[config.mk]
export PLATFORM = sky130hd
export DESIGN_NAME = mips_mc_ctrl
export DESIGN_NICKNAME = d
export VERILOG_FILES = /design/src/rtl/mips_pkg.sv /design/src/rtl/mips_decode.sv /design/src/rtl/mips_mc_ctrl.sv
export SDC_FILE = /design/constraint.sdc
export NUM_CORES = 1
export LEC_CHECK = 0
export ABC_AREA = 0
export CAP_MARGIN = 20
export CELL_PAD_IN_SITES_DETAIL_PLACEMENT = 1
export CELL_PAD_IN_SITES_GLOBAL_PLACEMENT = 2
export CORE_UTILIZATION = 27
export CTS_BUF_LIST = sky130_fd_sc_hd__clkbuf_4 sky130_fd_sc_hd__clkbuf_8
export DETAILED_ROUTE_END_ITERATION = 8
export GPL_ROUTABILITY_DRIVEN = 0
export PLACE_DENSITY = 0.93
export SLEW_MARGIN = 20
export SYNTH_ARGS = -nofsm -noshare
export SYNTH_HDL_FRONTEND = slang
export SYNTH_SLANG_ARGS = --single-unit
[constraint.sdc]
create_clock -name clk -period 2.88 [get_ports clk]
set_input_delay 0.864 -clock clk [delete_from_list [all_inputs] [get_ports clk]]
set_output_delay 0.864 -clock clk [all_outputs]
set_load 0.03 [all_outputs]
[src/rtl/mips_pkg.sv]
// -----------------------------------------------------------------------------
// mips_pkg
// Shared definitions for the multi-cycle MIPS control unit:
//   - opcode / funct constants of the supported instruction subset
//   - ALUctr, ExtOp, nPC_sel and move encodings
//   - FSM state constants (FETCH=0 .. WB=4) and instruction-kind enum
//   - control-word struct latched in DECODE, plus a builder function
// -----------------------------------------------------------------------------
package mips_pkg;

    // Opcodes (Instruction[31:26])
    localparam logic [5:0] OP_RTYPE = 6'h00;
    localparam logic [5:0] OP_J     = 6'h02;
    localparam logic [5:0] OP_BEQ   = 6'h04;
    localparam logic [5:0] OP_ORI   = 6'h0D;
    localparam logic [5:0] OP_LUI   = 6'h0F;
    localparam logic [5:0] OP_LW    = 6'h23;
    localparam logic [5:0] OP_SW    = 6'h2B;

    // R-type funct codes (Instruction[5:0])
    localparam logic [5:0] FN_ADDU  = 6'h21;
    localparam logic [5:0] FN_SUBU  = 6'h23;
    localparam logic [5:0] FN_AND   = 6'h24;
    localparam logic [5:0] FN_OR    = 6'h25;
    localparam logic [5:0] FN_SLT   = 6'h2A;

    // ALUctr encodings
    localparam logic [3:0] ALU_ADD  = 4'd0;
    localparam logic [3:0] ALU_SUB  = 4'd1;
    localparam logic [3:0] ALU_OR   = 4'd2;
    localparam logic [3:0] ALU_SLT  = 4'd3;
    localparam logic [3:0] ALU_AND  = 4'd4;

    // ExtOp encodings
    localparam logic [1:0] EXT_ZERO = 2'b00;
    localparam logic [1:0] EXT_SIGN = 2'b01;
    localparam logic [1:0] EXT_HIGH = 2'b10;

    // nPC_sel encodings
    localparam logic [1:0] NPC_SEQ  = 2'b00;
    localparam logic [1:0] NPC_BEQ  = 2'b01;

    // move (ALU A-source) encodings
    localparam logic [1:0] MOVE_BUSA = 2'b00;
    localparam logic [1:0] MOVE_BUSB = 2'b01;

    // FSM states; the numeric values are visible on state_o
    localparam logic [2:0] ST_FETCH  = 3'd0;
    localparam logic [2:0] ST_DECODE = 3'd1;
    localparam logic [2:0] ST_EXEC   = 3'd2;
    localparam logic [2:0] ST_MEM    = 3'd3;
    localparam logic [2:0] ST_WB     = 3'd4;

    // Instruction class, selects the path through the FSM
    typedef enum logic [2:0] {
        K_NOP = 3'd0,
        K_ALU = 3'd1,
        K_LW  = 3'd2,
        K_SW  = 3'd3,
        K_BEQ = 3'd4,
        K_J   = 3'd5
    } kind_e;

    // Control word latched in DECODE
    typedef struct packed {
        logic       reg_dst;
        logic [1:0] ext_op;
        logic [3:0] alu_ctr;
        logic       alu_src;
        logic       mem_to_reg;
        logic       is_mem;
        logic       is_wr;
        kind_e      kind;
    } ctrl_t;

    localparam ctrl_t CTRL_NOP = '{
        reg_dst:    1'b0,
        ext_op:     EXT_ZERO,
        alu_ctr:    ALU_ADD,
        alu_src:    1'b0,
        mem_to_reg: 1'b0,
        is_mem:     1'b0,
        is_wr:      1'b0,
        kind:       K_NOP
    };

    // Builds a control word; is_mem / is_wr are derived from the kind so
    // they can never disagree with it.
    function automatic ctrl_t mk_ctrl(
        input logic       reg_dst,
        input logic [1:0] ext_op,
        input logic [3:0] alu_ctr,
        input logic       alu_src,
        input logic       mem_to_reg,
        input kind_e      kind
    );
        ctrl_t c;
        c.reg_dst    = reg_dst;
        c.ext_op     = ext_op;
        c.alu_ctr    = alu_ctr;
        c.alu_src    = alu_src;
        c.mem_to_reg = mem_to_reg;
        c.is_mem     = (kind == K_LW) || (kind == K_SW);
        c.is_wr      = (kind == K_ALU) || (kind == K_LW);
        c.kind       = kind;
        return c;
    endfunction

endpackage

[src/rtl/mips_decode.sv]
// -----------------------------------------------------------------------------
// mips_decode
// Combinational opcode/funct -> control-word mapping.
// Ports:
//   i_op      [5:0]  Instruction[31:26]
//   i_funct   [5:0]  Instruction[5:0]
//   o_ctrl    ctrl_t control word for the instruction
//   o_illegal        1 when the opcode/funct is not supported (o_ctrl = NOP)
// -----------------------------------------------------------------------------
module mips_decode
    import mips_pkg::*;
(
    input  logic [5:0] i_op,
    input  logic [5:0] i_funct,
    output ctrl_t      o_ctrl,
    output logic       o_illegal
);

    // Opcode / funct lookup; unsupported encodings fall back to NOP
    always_comb begin
        o_ctrl    = CTRL_NOP;
        o_illegal = 1'b0;
        case (i_op)
            OP_RTYPE: begin
                case (i_funct)
                    FN_ADDU: o_ctrl = mk_ctrl(1'b1, EXT_ZERO, ALU_ADD, 1'b0, 1'b0, K_ALU);
                    FN_SUBU: o_ctrl = mk_ctrl(1'b1, EXT_ZERO, ALU_SUB, 1'b0, 1'b0, K_ALU);
                    FN_AND:  o_ctrl = mk_ctrl(1'b1, EXT_ZERO, ALU_AND, 1'b0, 1'b0, K_ALU);
                    FN_OR:   o_ctrl = mk_ctrl(1'b1, EXT_ZERO, ALU_OR,  1'b0, 1'b0, K_ALU);
                    FN_SLT:  o_ctrl = mk_ctrl(1'b1, EXT_ZERO, ALU_SLT, 1'b0, 1'b0, K_ALU);
                    default: begin
                        o_ctrl    = CTRL_NOP;
                        o_illegal = 1'b1;
                    end
                endcase
            end
            OP_ORI:  o_ctrl = mk_ctrl(1'b0, EXT_ZERO, ALU_OR,  1'b1, 1'b0, K_ALU);
            OP_LUI:  o_ctrl = mk_ctrl(1'b0, EXT_HIGH, ALU_OR,  1'b1, 1'b0, K_ALU);
            OP_LW:   o_ctrl = mk_ctrl(1'b0, EXT_SIGN, ALU_ADD, 1'b1, 1'b1, K_LW);
            OP_SW:   o_ctrl = mk_ctrl(1'b0, EXT_SIGN, ALU_ADD, 1'b1, 1'b0, K_SW);
            OP_BEQ:  o_ctrl = mk_ctrl(1'b0, EXT_ZERO, ALU_SUB, 1'b0, 1'b0, K_BEQ);
            OP_J:    o_ctrl = mk_ctrl(1'b0, EXT_ZERO, ALU_ADD, 1'b0, 1'b0, K_J);
            default: begin
                o_ctrl    = CTRL_NOP;
                o_illegal = 1'b1;
            end
        endcase
    end

endmodule

[src/rtl/mips_mc_ctrl.sv]
// -----------------------------------------------------------------------------
// mips_mc_ctrl
// Multi-cycle control unit for the MIPS datapath. Sequences
// FETCH -> DECODE -> EXEC -> [MEM] -> [WB] and drives every datapath control
// input, the PC/IR write enables and a req/ack handshake to data memory.
//
// Parameters:
//   MEM_TO_MAX  cycles waited in MEM for mem_ack before bus error (1..255)
//   CNT_W       perf counter width (only with MIPS_MC_CTRL_PERF_EN)
// Ports:
//   clk, rst (async, active-low)
//   Instruction[31:0], mem_ack                          inputs
//   ir_we, pc_we, RegDst, RegWr, ExtOp[1:0], nPC_sel[1:0], j_sel, ALUctr[3:0],
//   ALUSrc, MemtoReg, MemWr, move[1:0], mem_req          datapath controls
//   illegal, bus_err                                     sticky status
//   state_o[2:0]                                         debug state
//   cyc_cnt, ins_cnt [CNT_W-1:0]                         only with the macro
// Optional feature macro: MIPS_MC_CTRL_PERF_EN
//
// Outputs are decoded from registered state (plus mem_ack inside MEM) and are
// forced to 0 while rst is low, so a mid-instruction reset never leaves a
// partial write strobe on the bus.
// -----------------------------------------------------------------------------
module mips_mc_ctrl
    import mips_pkg::*;
#(
    parameter int MEM_TO_MAX = 15,
    parameter int CNT_W      = 32
) (
    input  logic             clk,
    input  logic             rst,
    input  logic [31:0]      Instruction,
    input  logic             mem_ack,
    output logic             ir_we,
    output logic             pc_we,
    output logic             RegDst,
    output logic             RegWr,
    output logic [1:0]       ExtOp,
    output logic [1:0]       nPC_sel,
    output logic             j_sel,
    output logic [3:0]       ALUctr,
    output logic             ALUSrc,
    output logic             MemtoReg,
    output logic             MemWr,
    output logic [1:0]       move,
    output logic             mem_req,
    output logic             illegal,
    output logic             bus_err,
    output logic [2:0]       state_o
`ifdef MIPS_MC_CTRL_PERF_EN
    ,
    output logic [CNT_W-1:0] cyc_cnt,
    output logic [CNT_W-1:0] ins_cnt
`endif
);

    localparam logic [7:0] TO_MAX_C = 8'(MEM_TO_MAX);

    logic [2:0] r_state;
    logic [2:0] w_next_state;
    ctrl_t      r_ctrl;
    ctrl_t      w_dec_ctrl;
    logic       w_dec_illegal;
    logic       r_illegal;
    logic       r_bus_err;
    logic [7:0] r_to_cnt;
    logic       w_in_mem;
    logic       w_timeout;
    logic       w_fields_en;
    logic       w_pc_we;
    logic       w_unused;

    // Only opcode and funct are looked at by the controller
    assign w_unused = ^Instruction[25:6];

    mips_decode u_decode (
        .i_op      (Instruction[31:26]),
        .i_funct   (Instruction[5:0]),
        .o_ctrl    (w_dec_ctrl),
        .o_illegal (w_dec_illegal)
    );

    assign w_in_mem  = (r_state == ST_MEM);
    // Timeout wins over a late ack in the same cycle: the request is dropped
    assign w_timeout = w_in_mem && (r_to_cnt == TO_MAX_C);

    // Next-state logic
    always_comb begin
        w_next_state = ST_FETCH;
        case (r_state)
            ST_FETCH:  w_next_state = ST_DECODE;
            ST_DECODE: w_next_state = ST_EXEC;
            ST_EXEC: begin
                if (r_ctrl.is_mem) begin
                    w_next_state = ST_MEM;
                end else if (r_ctrl.is_wr) begin
                    w_next_state = ST_WB;
                end else begin
                    w_next_state = ST_FETCH;
                end
            end
            ST_MEM: begin
                if (w_timeout) begin
                    w_next_state = ST_FETCH;
                end else if (mem_ack) begin
                    w_next_state = (r_ctrl.kind == K_SW) ? ST_FETCH : ST_WB;
                end else begin
                    w_next_state = ST_MEM;
                end
            end
            ST_WB:     w_next_state = ST_FETCH;
            default:   w_next_state = ST_FETCH;
        endcase
    end

    // State register
    always_ff @(posedge clk or negedge rst) begin
        if (!rst) begin
            r_state <= ST_FETCH;
        end else begin
            r_state <= w_next_state;
        end
    end

    // Control word is captured once in DECODE and held until the next DECODE
    always_ff @(posedge clk or negedge rst) begin
        if (!rst) begin
            r_ctrl <= CTRL_NOP;
        end else if (r_state == ST_DECODE) begin
            r_ctrl <= w_dec_ctrl;
        end else begin
            r_ctrl <= r_ctrl;
        end
    end

    // Sticky status flags, cleared only by reset
    always_ff @(posedge clk or negedge rst) begin
        if (!rst) begin
            r_illegal <= 1'b0;
            r_bus_err <= 1'b0;
        end else begin
            r_illegal <= r_illegal | ((r_state == ST_DECODE) & w_dec_illegal);
            r_bus_err <= r_bus_err | w_timeout;
        end
    end

    // MEM wait counter: counts unacknowledged MEM cycles, zero elsewhere
    always_ff @(posedge clk or negedge rst) begin
        if (!rst) begin
            r_to_cnt <= 8'd0;
        end else if (w_in_mem && !w_timeout && !mem_ack) begin
            r_to_cnt <= r_to_cnt + 8'd1;
        end else begin
            r_to_cnt <= 8'd0;
        end
    end

    // Output decode from state and control word, all zero while in reset
    always_comb begin
        ir_we       = 1'b0;
        w_pc_we     = 1'b0;
        RegWr       = 1'b0;
        MemWr       = 1'b0;
        mem_req     = 1'b0;
        w_fields_en = 1'b0;
        if (rst) begin
            case (r_state)
                ST_FETCH: ir_we = 1'b1;
                ST_DECODE: begin
                    w_fields_en = 1'b0;
                end
                ST_EXEC: begin
                    w_fields_en = 1'b1;
                    w_pc_we     = !r_ctrl.is_mem && !r_ctrl.is_wr;
                end
                ST_MEM: begin
                    w_fields_en = 1'b1;
                    if (w_timeout) begin
                        w_pc_we = 1'b1;
                    end else begin
                        mem_req = 1'b1;
                        MemWr   = (r_ctrl.kind == K_SW);
                        w_pc_we = mem_ack && (r_ctrl.kind == K_SW);
                    end
                end
                ST_WB: begin
                    w_fields_en = 1'b1;
                    RegWr       = r_ctrl.is_wr;
                    w_pc_we     = 1'b1;
                end
                default: begin
                    w_fields_en = 1'b0;
                end
            endcase
        end else begin
            w_fields_en = 1'b0;
        end
    end

    assign pc_we    = w_pc_we;
    assign RegDst   = w_fields_en & r_ctrl.reg_dst;
    assign ExtOp    = w_fields_en ? r_ctrl.ext_op : EXT_ZERO;
    assign ALUctr   = w_fields_en ? r_ctrl.alu_ctr : ALU_ADD;
    assign ALUSrc   = w_fields_en & r_ctrl.alu_src;
    assign MemtoReg = w_fields_en & r_ctrl.mem_to_reg;
    assign nPC_sel  = (w_fields_en && (r_ctrl.kind == K_BEQ)) ? NPC_BEQ : NPC_SEQ;
    assign j_sel    = w_fields_en && (r_ctrl.kind == K_J);
    assign move     = MOVE_BUSA;
    assign illegal  = r_illegal;
    assign bus_err  = r_bus_err;
    assign state_o  = r_state;

`ifdef MIPS_MC_CTRL_PERF_EN
    logic [CNT_W-1:0] r_cyc_cnt;
    logic [CNT_W-1:0] r_ins_cnt;

    // Free-running cycle counter and retired-instruction counter (pc_we)
    always_ff @(posedge clk or negedge rst) begin
        if (!rst) begin
            r_cyc_cnt <= {CNT_W{1'b0}};
            r_ins_cnt <= {CNT_W{1'b0}};
        end else begin
            r_cyc_cnt <= r_cyc_cnt + {{(CNT_W-1){1'b0}}, 1'b1};
            r_ins_cnt <= r_ins_cnt + {{(CNT_W-1){1'b0}}, w_pc_we};
        end
    end

    assign cyc_cnt = r_cyc_cnt;
    assign ins_cnt = r_ins_cnt;
`else
    localparam int unused_cnt_w = CNT_W;
`endif

endmodule

* Word level (Yosys, flattened, before mapping)
Index checks and enable logic that the tools add are counted.
** Cells by class
- Equal/unequal tests :: 19
- Bitwise operators :: 6
- Multiply operators :: 0
- Mux-type cells :: 29
- Reduce and logical (&&, ||, !) cells :: 16
- Shift-type cells :: 0
- Divide/modulo/power cells :: 0
- Order comparisons :: 0
- $add $sub $neg :: 1
** Operator list (count)
- 14-bit one-hot mux with 7 select lines :: 1
- 14-bit one-hot mux with 5 select lines :: 1
- 6-bit equality test, second input constant :: 7
- 1-bit 2-to-1 mux :: 16
- 3-bit 2-to-1 mux :: 5
- 6-bit by 4-bit equality test with 1-bit output, second input constant :: 2
- 3-bit one-hot mux with 4 select lines :: 1
- 3-bit by 2-bit equality test with 1-bit output, second input constant :: 3
- 3-bit equality test, second input constant :: 3
- 8-bit by 1-bit adder with 8-bit output, second input constant :: 1
- 8-bit by 4-bit equality test with 1-bit output, second input constant :: 1
- 8-bit 2-to-1 mux :: 1
- 1-bit logical AND :: 7
- 6-bit by 2-bit equality test with 1-bit output, second input constant :: 1
- 6-bit by 3-bit equality test with 1-bit output, second input constant :: 1
- 6-bit logical NOT :: 1
- 6-bit OR reduction :: 1
- 5-bit OR reduction :: 1
- 1-bit AND :: 4
- 1-bit logical NOT :: 4
- 4-bit 2-to-1 mux :: 1
- 3-bit by 1-bit equality test with 1-bit output, second input constant :: 1
- 3-bit logical NOT :: 1
- 1-bit one-hot mux with 3 select lines :: 1
- other kinds (4) :: 5
** Word-level totals
- ROM bits :: 0
- Output and inout bits :: 24
- Memories :: 0
- Register bits :: 27
- Latch bits :: 0
- Bits of input ports :: 35
- Logic and storage cells :: 83
- RAM bits :: 0

* Longest topological paths before layout
- Depth in word-level cells :: 6
- Gate-level depth with buffers :: 6
- Mapped depth without buffers :: 5

* By module
From an unflattened synthesis, not the netlist that was laid out.
** Second synthesis, totals
- Cells, all modules :: 176
- Area, all modules :: 1825.5 µm²
** Modules (own cells, without submodules)
- mips_mc_ctrl :: times used 1, cells an instance 121, sequential area each 675.6 µm², area each 1441.4 µm²
- mips_decode :: times used 1, cells an instance 55, sequential area each 0.0 µm², area each 384.1 µm²

* Worst setup path before layout
No wires, ideal clock.
- Path kind :: register to output
- From :: register r_state[1] (netlist: state_o[1])
- To :: output nPC_sel[0]
- Data arrival time :: 2177 ps
- Data required time :: 2016 ps
- Setup slack :: -161 ps
- Path buffers :: 2
- Stages on the path, launching flop included :: 6
- Cells stage by stage :: dfrtp_1 > clkbuf_1 > mux2i_1 > nor2b_1 > clkbuf_1 > nor4bb_1
** Between the ends
- Word-level cells in the longest chain between the ends :: 6
- Elaborated cells between the ends (all ways) :: 8
- Classes of those cells :: eq/ne (3); mux (3); reduce/logical (2)
** Ends and longest elaborated chain
- start: declaration :: line mips_mc_ctrl.sv:59 : logic [2:0] r_state;
- start signal: assignment :: line mips_mc_ctrl.sv:121 : r_state <= w_next_state;
- 3-bit by 2-bit equality test with 1-bit output / 3-bit equality test (equally long branches) :: line mips_mc_ctrl.sv:167 : case (r_state)
- 3-bit OR reduction (no line) (*)
- 1-bit 2-to-1 mux (*) :: line mips_mc_ctrl.sv:167
- 1-bit 2-to-1 mux (*) :: line mips_mc_ctrl.sv:166 : if (rst) begin
- 1-bit logical AND (*) :: line mips_mc_ctrl.sv:206 : assign nPC_sel = (w_fields_en && (r_ctrl.kind == K_BEQ)) ? NPC_BEQ : NPC_SEQ;
- 1-bit 2-to-1 mux (*) :: line mips_mc_ctrl.sv:206
- end: declaration :: line mips_mc_ctrl.sv:39 : output logic [1:0] nPC_sel,
Mark *: on every way between the ends. The rest lies on a longest branch, timed or not.

* Worst setup path after layout
- From :: input mem_ack
- To :: output pc_we
** Between the ends
- Word-level cells in the longest chain between the ends :: 4
** Ends and longest elaborated chain
- start: declaration :: line mips_mc_ctrl.sv:33 : input logic mem_ack,
- 1-bit logical AND :: line mips_mc_ctrl.sv:183 : w_pc_we = mem_ack && (r_ctrl.kind == K_SW);
- 1-bit 2-to-1 mux :: line mips_mc_ctrl.sv:178 : if (w_timeout) begin
- 1-bit one-hot mux with 3 select lines :: line mips_mc_ctrl.sv:167
- 1-bit 2-to-1 mux :: line mips_mc_ctrl.sv:166
- end: declaration :: line mips_mc_ctrl.sv:35 : output logic pc_we,
Every way passes these cells.

==> results_dict.tcl <==
set metrics [dict create \
    hold_buffers 0 \
    io_pins 59 \
    grt_usage_pct 13.35 \
    path_depth 5 \
    yosysTopAreaCell "dfrtp_1" \
    dieArea_um2 5611 \
    timing.hold.ws_ps 466.1 \
    cts_tree "done" \
    dp_hpwl_um 2655 \
    fmax_mhz 354.2 \
    cp_num_buf_inv 2 \
    final_cells 265 \
    synthCells 161 \
    ys_ff_latch 24 \
    hold_viol_final 0 \
    cp.arrival_ps 1960 \
    timing.final.max_slew_violations 0 \
    synthesis.area_um2 1435 \
    reg2reg_from "r_to_cnt[5]$_DFF_PN0_" \
    cp_max_fo 3 \
    crit_path_end "pc_we" \
    grt_pass1_wl_um 5754 \
    period_share_pct 98.03 \
    critPathLaunch "mem_ack" \
    r2r_slack_ps 1230 \
    reg2reg_to "state_o[1]$_DFF_PN0_" \
    initial_core_util_pct 28.10 \
    critPathTopFamily "buffers and inverters" \
    drt_iter0_drc 29 \
    vias 1233 \
    cts_sinks 24 \
    syn_area_per_cell_um2 8.914 \
    synth_area_leaders "dfrtp_1 (42%), nand2_1 (5.5%), and2_1 (4.4%)" \
    worst-r2r-cell-count 4 \
    cts_setup_buffers 0 \
    wl_per_cell_um 12.86 \
    critPathLaunchType "primary input" \
    worstSkewPairLatency_ps 260 \
    rsz0062_at_grt "false" \
    synth_most_common_cell "dfrtp_1" \
    postRouteAntennaNets 0 \
    clock_path_buffers 2 \
    drc 0 \
    cts.clk_slew.worst_paths_ps 90 \
    viasPerCell 4.653 \
    numPortBuffers 34 \
    n_antenna_cell 0 \
    path_cells "clkdlybuf4s50_1 > nand4b_1 > a21oi_1 > o21a_1 > buf_4" \
    synth-edff-count 0 \
    grt_pass1_vias 1202 \
    ys_seq_area_share_pct 41.85 \
    hold_class "reg2reg" \
    grt_antenna_before_repair 0 \
    chipHeight_um 74.91 \
    design.core.area_um2 5107 \
    dieWidth_um 74.91 \
    p_leak_nw 0.7947 \
    cts_root_buf "clkbuf_8" \
    syn2layout_area_growth_pct 32.35 \
    htreeDepth 1 \
    finClkSkew_ps 5.496 \
    finish.utilization_pct 37.19 \
    outcome "complete, no violations" \
    relSlewSlack_pct 65.07 \
    tightest_slew_ps 521.7 \
    yosys-top-cells-count "dfrtp_1 (24), nand2_1 (21), nor2_1 (16)" \
    async_flop_share_pct 100.0 \
    min_period_ps 2823 \
    placed_cells 261 \
    synth_top_cell_area_share_pct 41.85 \
    rows 26 \
    power.density_nw_per_um2 646.8 \
    critPathMaxStageDelay_ps 500 \
    tritoncts.num_buffers 3 \
    yosys_warnings 0 \
    grt_max_degree 18 \
    grt_overflow 0 \
    finalNetCount 232 \
    drive_gt1_share_pct 17.95 \
    slowest_stage "clkdlybuf4s50_1" \
    wirelength_um 3407 \
    setup_violations 0 \
    ir_drop_uv 275.0 \
    synth.distinct_cells 45 \
    ys_dominant_reg_cell "dfrtp_1" \
    fin_setup_tns_ps 0 \
    end_kind "output port" \
    drt-pass1-iter-count 4 \
    required_ps 2020 \
    drv_cap 0 \
    path_class "in2out" \
]
placed cells by master (no fill, tap or decap), types with 2 or more instances in the layout:
master           Yosys  routed
dfrtp_1             24      24
o31ai_1              2       2
nor2_1              16      16
xor2_1               3       3
nand2_1             21      21
nand3_1              6       6
xnor2_1              5       5
nor2b_1              4       3
nor3_1               4       4
nor3b_1              4       4
clkdlybuf4s50_1      0      18
conb_1               1       4
buf_4                4      18
o21ai_0              8       8
nand4b_1             2       2
buf_6                0       3
nand3b_1             2       2
clkbuf_8             0       4
or3_1                2       2
nand2b_1             3       3
and2_1              10      10
a31oi_1              3       3
a21oi_1              4       4
report_power, final:
group          internal (mW)  leakage (nW)  switching (mW)  total [mW]
clock                  0.122        0.0288           0.110       0.232
sequential             0.395         0.319           0.101       0.495
combinational          0.219         0.447           0.283       0.502
worst min path at each step:
| stage | from | cells after the start | slack [ps] | endpoint |
|---|---|---|---|---|
| final | r_to_cnt[0]$_DFF_PN0_ | 1 | 470 | r_to_cnt[0]$_DFF_PN0_ |
| after detailed placement | r_to_cnt[0]$_DFF_PN0_ | 1 | 460 | r_to_cnt[0]$_DFF_PN0_ |
| after global placement | r_to_cnt[0]$_DFF_PN0_ | 1 | 450 | r_to_cnt[0]$_DFF_PN0_ |
| after floorplan | r_to_cnt[0]$_DFF_PN0_ | 1 | 430 | r_to_cnt[0]$_DFF_PN0_ |
| after CTS | r_to_cnt[0]$_DFF_PN0_ | 1 | 470 | r_to_cnt[0]$_DFF_PN0_ |
| after global routing | r_to_cnt[0]$_DFF_PN0_ | 1 | 500 | r_to_cnt[0]$_DFF_PN0_ |
final cells by class:
cell class,instances,area (µm²)
repair buffers,40,357.8
multi-input cells,126,794.5
flip-flops and latches,24,600.6
inverters,1,3.754
well taps,70,87.58
clock buffers,4,55.05
fillers,615,3208
through the flow:
stage / area (µm²) / power (mW) / worst slack, ps
2_1_floorplan: 1453 / 0.8163 / 61.29
3_5_place_dp: 1818 / 0.9903 / -146.7
3_3_place_gp: 1818 / 0.9737 / -123.7
6_report: 1899 / 1.229 / 56.85
5_1_grt: 1899 / 1.308 / 7.408
4_1_cts: 1899 / 1.243 / 49.42
timing repair:
action	4_1_cts	5_1_grt
gates resized for setup	7	0
endpoints found under the setup margin	13	0
hold endpoints to repair	0	0
registers in the layout, indices dropped and copies added, names as in the netlist:
signal,flops
illegal,1
r_to_cnt,8
state_o,3
r_ctrl,11
bus_err,1
per-layer routing:
| layer | GRT usage (%) | routed length [µm] | vias to the layer above | share of wire, % |
|---|---|---|---|---|
| met5 | 0 | 0 | - | 0 |
| met3 | 1.606 | 109 | 0 | 3.2 |
| li1 | - | - | 616 | - |
| met2 | 22.82 | 1684 | 32 | 49 |
| met4 | 2.516 | 0 | 0 | 0 |
| met1 | 18.26 | 1613 | 585 | 47 |
cell families after synthesis:
| family | count (synthesis) | share of synthesized area (%) |
|---|---|---|
| AO/OA/AOI/OAI | 25 | 11.60 |
| XOR/XNOR | 8 | 4.882 |
| adder cells (fa/ha/maj) | 1 | 0.8717 |
| buffers and inverters | 14 | 5.143 |
| flip-flops | 24 | 41.85 |
| multiplexers | 2 | 1.482 |
| other | 1 | 0.2613 |
| AND/OR/NAND/NOR | 86 | 33.92 |
(Power assumes the default switching activity.)
